$ cat config.mk
export PLATFORM = sky130hd
export DESIGN_NAME = sprite_line_renderer
export DESIGN_NICKNAME = d
export VERILOG_FILES = /design/src/rtl/sprite_line_renderer_pkg.sv /design/src/rtl/sprite_row_shifter.sv /design/src/rtl/sprite_line_renderer.sv
export SDC_FILE = /design/constraint.sdc
export NUM_CORES = 1
export LEC_CHECK = 0
export CORE_ASPECT_RATIO = 2
export CORE_MARGIN = 2
export CORE_UTILIZATION = 47
export CTS_BUF_LIST = sky130_fd_sc_hd__clkbuf_4 sky130_fd_sc_hd__clkbuf_8
export CTS_CLUSTER_SIZE = 12
export DETAILED_ROUTE_END_ITERATION = 8
export MAX_ROUTING_LAYER = met4
export PLACE_DENSITY = 0.82
export SLEW_MARGIN = 20
export SYNTH_ARGS = -nofsm -noshare
export SYNTH_HDL_FRONTEND = slang
export SYNTH_SLANG_ARGS = --single-unit
$ cat constraint.sdc
create_clock -name clk -period 4.6 [get_ports clk]
set_input_delay 0.46 -clock clk [delete_from_list [all_inputs] [get_ports clk]]
set_output_delay 0.46 -clock clk [all_outputs]
set_load 0.05 [all_outputs]
$ cat src/rtl/sprite_line_renderer_pkg.sv
// sprite_line_renderer_pkg: VGA timing, sprite geometry and FSM encoding shared by the renderer.
package sprite_line_renderer_pkg;
    localparam int H_ACTIVE = 640;
    localparam int H_SYNC   = 96;
    localparam int V_ACTIVE = 480;
    localparam int V_SYNC   = 2;
    localparam int V_TOTAL  = 525;
    localparam int SPRITE_W = 8;
    localparam int SPRITE_H = 8;
    typedef enum logic [1:0] {IDLE, FETCH, WAIT, READY} state_t;
endpackage

$ cat src/rtl/sprite_row_shifter.sv
// sprite_row_shifter: maps a screen column onto the buffered sprite row, with clipping and horizontal mirror.
module sprite_row_shifter
    import sprite_line_renderer_pkg::*;
#(
    parameter int SCALE_LOG2 = 1
) (
    input  logic [9:0] h_count,
    input  logic [9:0] sprite_x,
    input  logic [7:0] row_buf,
    input  logic       row_valid,
    input  logic       h_mirror,
    output logic       hit
);
    localparam logic [10:0] SPAN = 11'(SPRITE_W << SCALE_LOG2);
    logic [10:0] dx;
    logic [2:0]  col;
    always_comb begin
        dx  = {1'b0, h_count} - {1'b0, sprite_x};
        col = 3'(dx >> SCALE_LOG2);
        hit = row_valid && !dx[10] && dx < SPAN && row_buf[h_mirror ? col : 3'd7 - col];
    end
endmodule

$ cat src/rtl/sprite_line_renderer.sv
// sprite_line_renderer: fetches the next line's sprite row from ROM during h-blank
// and renders it as registered colour data aligned to the VGA counters.
module sprite_line_renderer
    import sprite_line_renderer_pkg::*;
#(
    parameter int         SCALE_LOG2 = 1,
    parameter logic [7:0] FG_COLOR   = 8'hFF,
    parameter logic [7:0] BG_COLOR   = 8'h00
) (
    input  logic       clk,
    input  logic       reset,
    input  logic [9:0] h_count,
    input  logic [9:0] v_count,
    input  logic [9:0] sprite_x,
    input  logic [9:0] sprite_y,
    input  logic [1:0] sprite_id,
    input  logic [1:0] orientation,
    output logic       rom_read_enable,
    output logic [1:0] rom_sprite_id,
    output logic [2:0] rom_line_index,
    input  logic [7:0] rom_data,
    output logic [7:0] color_out
);
    localparam logic [10:0] SPAN_Y = 11'(SPRITE_H << SCALE_LOG2);
    state_t      state_q, state_d;
    logic [9:0]  sx_q, sy_q, next_line;
    logic [1:0]  id_q, orient_q;
    logic [7:0]  row_buf_q, row_buf_d, color_q;
    logic        row_valid_q, row_valid_d, in_range, hit;
    logic [10:0] dy;
    logic [2:0]  row;

    // Fetch targets the line after the current one, wrapping to line 0 at frame end.
    always_comb begin
        next_line = v_count == 10'(V_TOTAL - 1) ? 10'd0 : v_count + 10'd1;
        dy        = {1'b0, next_line} - {1'b0, sy_q};
        row       = 3'(dy >> SCALE_LOG2);
        in_range  = !dy[10] && dy < SPAN_Y && next_line < 10'(V_ACTIVE);
    end

    always_comb begin
        state_d         = state_q;
        row_buf_d       = row_buf_q;
        row_valid_d     = row_valid_q;
        rom_read_enable = 1'b0;
        rom_sprite_id   = 2'd0;
        rom_line_index  = 3'd0;
        case (state_q)
            IDLE:  if (h_count == 10'(H_ACTIVE)) state_d = FETCH;
            FETCH: begin
                if (in_range) begin
                    rom_read_enable = 1'b1;
                    rom_sprite_id   = id_q;
                    rom_line_index  = orient_q[1] ? 3'd7 - row : row;
                    state_d         = WAIT;
                end else begin
                    row_valid_d = 1'b0;
                    state_d     = IDLE;
                end
            end
            WAIT: begin
                row_buf_d   = rom_data;
                row_valid_d = 1'b1;
                state_d     = READY;
            end
            READY: if (h_count == 10'd0) state_d = IDLE;
            default: state_d = IDLE;
        endcase
    end

    sprite_row_shifter #(.SCALE_LOG2(SCALE_LOG2)) u_shifter (
        .h_count   (h_count),
        .sprite_x  (sx_q),
        .row_buf   (row_buf_q),
        .row_valid (row_valid_q),
        .h_mirror  (orient_q[0]),
        .hit       (hit)
    );

    always_ff @(posedge clk) begin
        if (reset) begin
            state_q     <= IDLE;
            sx_q        <= '0;
            sy_q        <= '0;
            id_q        <= '0;
            orient_q    <= '0;
            row_buf_q   <= '0;
            row_valid_q <= 1'b0;
            color_q     <= '0;
        end else begin
            state_q     <= state_d;
            row_buf_q   <= row_buf_d;
            row_valid_q <= row_valid_d;
            // Shadow sprite state once per frame so a frame never mixes two positions.
            if (h_count == 10'd0 && v_count == 10'(V_ACTIVE)) begin
                sx_q     <= sprite_x;
                sy_q     <= sprite_y;
                id_q     <= sprite_id;
                orient_q <= orientation;
            end
            color_q <= (h_count >= 10'(H_ACTIVE) || v_count >= 10'(V_ACTIVE)) ? 8'h00 :
                       hit ? FG_COLOR : BG_COLOR;
        end
    end

    assign color_out = color_q;
endmodule
==> flow_summary.toml, run 1 <==
[status]
status = "finished clean"

[finish]
final.fill_count = 557
final_cell_mix = "nand2_1, clkdlybuf4s50_1, dfxtp_1"
fin_nets = 509
instances_no_fill = 496
drive_above_1_share_pct = 9.47
final_core_util_pct = 62.1
layout_commonest_cell = "nand2_1"
synthToLayoutAreaGrowth_pct = 29.6
antenna_cells = 0

[critical_path]
crit_start = "v_count[1]"
critical-path-max-stage-delay_ns = 0.61
crit_fanout = 7
slowest_stage = "or4_4"
reg2reg_from = "sx_q[1]"
required_ns = 4.14
ff2ff_setup_slack_ns = 1.88
critPathCapture = "rom_line_index[0]"
critPathKind = "input pin to primary output"
crit_path_end_kind = "primary output"
start_kind = "input pin"
rr_endpoint = "color_out[6]"
cp.arrival_ns = 3.93
r2r_cells = 9
crit_chain = "clkdlybuf4s50_1 > inv_1 > ha_1 > and4bb_1 > and3_4 > nor2_1 > ha_2 > a211o_1 > o221ai_4 > nand2_1 > o21ai_0 > o32ai_1 > or4_4 > nor2_2 > buf_12"

[floorplanning]
core_mm2 = 0.00596
boundaryPins = 68
rows = 40
die_w_um = 59.1
start_util_pct = 47.9
die_y_um = 114
dieArea_mm2 = 0.00675

[logic_synthesis]
ys_warn_count = 0
syn_inst = 374
avgSynthCellArea_um2 = 7.63
synth_cell_types = 57
yosysSeqAreaShare_pct = 25.2
ys_ff_latch = 36
syn_area_mm2 = 0.00286
synth_nets = 451
synth_edf_count = 0
synthArstFlopShare_pct = 0
ys.flop_type = "dfxtp_1"

[clock_tree]
cts.sinks = 36
ctsHtreeMaxLevel = 2
cts_tree = "built"
cts_max_path_buffers = 2
root_buffer = "clkbuf_8"
postCtsHoldBufs = 0
insertion_delay_ns = 0.30
cts-buffers-inserted = 5
path_clk_slew_ns = 0.07

[timing]
period_needed_ns = 4.39
report.final.setup_viol = 0
hold_viol = 0
slew_violations = 0
period_share_pct = 95.4
max_slew.worst_pin.slew_ns = 0.988
fmax_mhz = 228
relSlewSlack_pct = 33.9
finalClockSkew_ns = 0.00536

[global_route]
grt_overflow = 0
antenna_found_initial = 0
grt_max_degree = 37
grt_pass1_wl_mm = 12.8
grt_pass1_vias = 2857
gr-usage-all-layers_pct = 26.0

[placed_design]
placed_cells = 488
globalplace.congestion = 0.950
place_hpwl_mm = 6.56
io_buffers = 67

[drt]
first_pass_iters = 4
drt-initial-drc-count = 100
wirelength_mm = 8.03
postRouteAntennaNets = 0
drc_errors = 0
via_per_inst = 5.66
wire_per_inst_um = 16.2
dr_total_vias = 2807

[power_and_ir_drop]
ir_drop_uv = 233
total_power_mw = 0.729
powerDensity_mw_per_mm2 = 197
p_leak_nw = 1.29

[worst_hold_path]
whs_path_depth = 2
min_path_type = "flop to flop"
min_from = "sx_q[6]"

[run]
cap_violations = 0
[worst min-delay path by stage]
| stage | end | slack (ns) |
|---|---|---|
| 5_1_grt | sy_q[5] | 0.46 |
| 2_1_floorplan | id_q[0] | 0.43 |
| 3_5_place_dp | sx_q[3] | 0.44 |
| 4_1_cts | sx_q[3] | 0.45 |
| 6_report | sx_q[6] | 0.45 |
| 3_3_place_gp | id_q[1] | 0.44 |
[cells in the mapped netlist (6+ instances only)]
master,instances,area (um2)
dfxtp_1,36,721
xor2_1,10,87.6
buf_4,8,60.1
nand2_1,61,229
mux2i_1,12,120
nor2_1,25,93.8
nor3_1,7,35.0
inv_1,29,109
nand3_1,6,30.0
clkbuf_1,9,33.8
a21oi_1,35,175
xnor2_1,12,105
o21ai_0,11,55.1
ha_1,21,263
[critical path, delay by kind of cell]
kind / cells / cell delay (ns)
and+or+nand+nor: 6 / 1.44
AOI/OAI and AO/OA: 4 / 0.68
buffers and inverters: 3 / 0.80
adders and majority gates: 2 / 0.54
[power breakdown]
group | switching [mW] | internal [mW] | total, mW
sequential | 0.00000814 | 0.311 | 0.311
clock | 0.121 | 0.105 | 0.226
combinational | 0.0943 | 0.0972 | 0.191
[layout make-up]
cell class	instances	area, um2	area share (%)
clock inverter	3	18.8	0.507
multi-input combinational	289	1940	52.5
timing repair buffer	71	763	20.6
clock buffer	5	68.8	1.86
inverter	29	109	2.94
sequential	36	721	19.5
tap	63	78.8	2.13
[per-stage QoR]
stage / worst slack (ns) / area [um2] / TNS (ns) / hold slack (ns)
2_1_floorplan: 0.735 / 2860 / 0 / 0.432
6_report: 0.211 / 3700 / 0 / 0.453
3_3_place_gp: 0.0475 / 3580 / 0 / 0.440
4_1_cts: 0.0423 / 3670 / 0 / 0.454
5_1_grt: -0.00133 / 3700 / -0.00133 / 0.465
3_5_place_dp: -0.0862 / 3580 / -0.390 / 0.444
[repair_timing]
action                                  4_1_cts  5_1_grt
resized for setup                             1        7
setup buffers                                 0        0
endpoints found under the setup margin        6        6
pin swaps                                     0        1
[sequential cells by signal, summed over array words and instances, names as in the netlist, named ones only]
register	flops
id_q	2
sx_q	10
row_buf_q	8
state_q	1
color_out	1
sy_q	10
row_valid_q	1
orient_q	2
[layer usage]
metal  up-vias  GRT usage [%]  part of all wire [%]
met2        70           49.1                    57
met4         0           16.4                   6.5
met5         -              -                     0
li1       1407              -                     -
met1      1293           22.9                    33
met3        37           3.16                   2.6
[cell families after synthesis]
group,after synthesis,share of synthesized area (%)
compound gates,89,20.2
xor+xnor,23,7.32
mux,12,4.21
buf+inv,49,8.02
fa+ha+maj,24,11.0
simple gates,141,24.1
flops,36,25.2
(Power assumes the default switching activity.)
==> run 2: changes to the inputs <==
CAP_MARGIN = 15   (was unset)
==> results of run 2 <==
The final DEF is identical to that of run 1; final timing and power are the same.
==> run 3: changes to the inputs <==
REMOVE_ABC_BUFFERS = 1   (was unset)
==> flow_summary.toml, run 3 (synthesis results as in run 1) <==
[clock_tree]
cts-buffers-inserted = 5
insertion_delay_ns = 0.30
cts.sinks = 36
ctsHtreeMaxLevel = 2
path_clk_slew_ns = 0.08
cts_max_path_buffers = 2
root_buffer = "clkbuf_8"
cts_tree = "built"

[critical_path]
critical-path-max-stage-delay_ns = 0.53
start_kind = "input pin"
ff2ff_setup_slack_ns = 1.78
crit_chain = "clkdlybuf4s50_1 > and4bb_1 > and3_4 > nor2_1 > ha_1 > nand3b_1 > a31o_2 > o211a_1 > xor2_1 > nand4_1 > or4_1 > buf_4 > nor2_2 > buf_12"
crit_start = "v_count[4]"
reg2reg_from = "sx_q[0]"
crit_fanout = 7
slowest_stage = "or4_1"
crit_family = "simple AND/OR/NAND/NOR gates"
crit_path_end_kind = "primary output"
critPathKind = "input pin to primary output"
critPathBufInv = 3
critPathCapture = "rom_line_index[2]"
cp.arrival_ns = 3.95
crit_cells = 14
r2r_cells = 9
required_ns = 4.14
rr_endpoint = "color_out[6]"

[placed_design]
place_hpwl_mm = 6.18
io_buffers = 67
globalplace.congestion = 0.894
dpl_worst_slack_ns = 0.0515

[finish]
layout_commonest_cell = "nand2_1"
final.fill_count = 566
seqCellArea_um2 = 721
fin_nets = 513
drive_above_1_share_pct = 9.84
multiInputGateArea_mm2 = 0.00192
synthToLayoutAreaGrowth_pct = 31.0
antenna_cells = 0
reg_top3 = "sx_q (10), sy_q (10), row_buf_q (8)"
final_core_util_pct = 62.8
final_cell_mix = "nand2_1, clkdlybuf4s50_1, dfxtp_1"

[floorplanning]
rows = 40
die_y_um = 114
start_util_pct = 47.9
core_mm2 = 0.00596
dieArea_mm2 = 0.00675
die_w_um = 59.1
boundaryPins = 68

[timing]
holdWs_ns = 0.452
report.final.setup_viol = 0
period_needed_ns = 4.41
layout_setup_ws_ns = 0.190
period_share_pct = 95.9
hold_viol = 0
slew_violations = 0
fmax_mhz = 227
tns_ns = 0
finalClockSkew_ns = 0.00466
relSlewSlack_pct = 35.0
max_slew.worst_pin.slew_ns = 0.972

[drt]
wirelength_mm = 7.72
postRouteAntennaNets = 0
wire_per_inst_um = 15.4
via_per_inst = 5.68
dr_total_vias = 2838
first_pass_iters = 4
drt-initial-drc-count = 128
drc_errors = 0

[power_and_ir_drop]
total_power_mw = 0.786
powerDensity_mw_per_mm2 = 210
p_leak_nw = 1.33
ir_drop_uv = 177

[run]
cap_violations = 0

[status]
status = "finished clean"

[global_route]
grt_overflow = 0
antenna_found_initial = 0
grt_pass1_vias = 2762
gr-usage-all-layers_pct = 24.2
grt_max_degree = 38
grt_pass1_wl_mm = 12.0

[worst_hold_path]
min_path_type = "flop to flop"
==> run 3: changes by cell type in the layout (fill, tap and decap cells not counted), sizes merged <==
cell           change
clkinv             -2
buf                +4
clkinvlp           +1
bufinv             +1
clkdlybuf4s50      -1
dlymetal6s2s       +1
==> run 3: power by group <==
group	internal [mW]	switching [mW]	total, mW
sequential	0.311	0.00000908	0.311
clock	0.160	0.126	0.286
combinational	0.0968	0.0919	0.189
==> run 3: repair_timing <==
action,CTS,global route
setup endpoints to repair,0,6
setup buffers,0,0
hold buffers,0,0
gates resized for setup,0,6
==> run 3: cell type report <==
class                      instances  share of cell area (%)
clock buffer                       5                    1.84
clock inverter                     3                    1.14
inverter                          29                    2.91
multi-input combinational        289                    51.5
sequential                        36                    19.3
tap                               63                    2.11
timing repair buffer              75                    21.3
==> run 3: routing by layer <==
| metal | GRT usage, % | vias up | part of all wire [%] | routed length, um |
|---|---|---|---|---|
| li1 | - | 1419 | - | - |
| met1 | 20.9 | 1331 | 34 | 2650 |
| met2 | 47.0 | 65 | 59 | 4560 |
| met3 | 3.62 | 23 | 2.9 | 222 |
| met4 | 12.6 | 0 | 3.8 | 291 |
| met5 | - | - | 0 | 0 |
==> run 3: tightest hold or removal path: stages, from the launching register on <==
cell and delay, ns:
dfxtp_1 0.31, nand2_1 0.05, a21oi_1 0.05
==> run 3: worst min-delay path by stage <==
stage                  from  slack (ns)  endpoint  cells past startpoint
floorplan           id_q[0]        0.43   id_q[0]                      2
CTS                 id_q[0]        0.45   id_q[0]                      2
finish              sx_q[8]        0.45   sx_q[8]                      2
global placement    sx_q[1]        0.44   sx_q[1]                      2
detailed placement  id_q[0]        0.44   id_q[0]                      2
global route        sx_q[1]        0.48   sx_q[1]                      2
==> run 3: metrics by stage <==
| stage | area [um2] | instances |
|---|---|---|
| after floorplan | 2740 | 354 |
| after global routing | 3740 | 500 |
| after CTS | 3720 | 500 |
| final | 3740 | 500 |
| after global placement | 3610 | 492 |
| after detailed placement | 3610 | 492 |
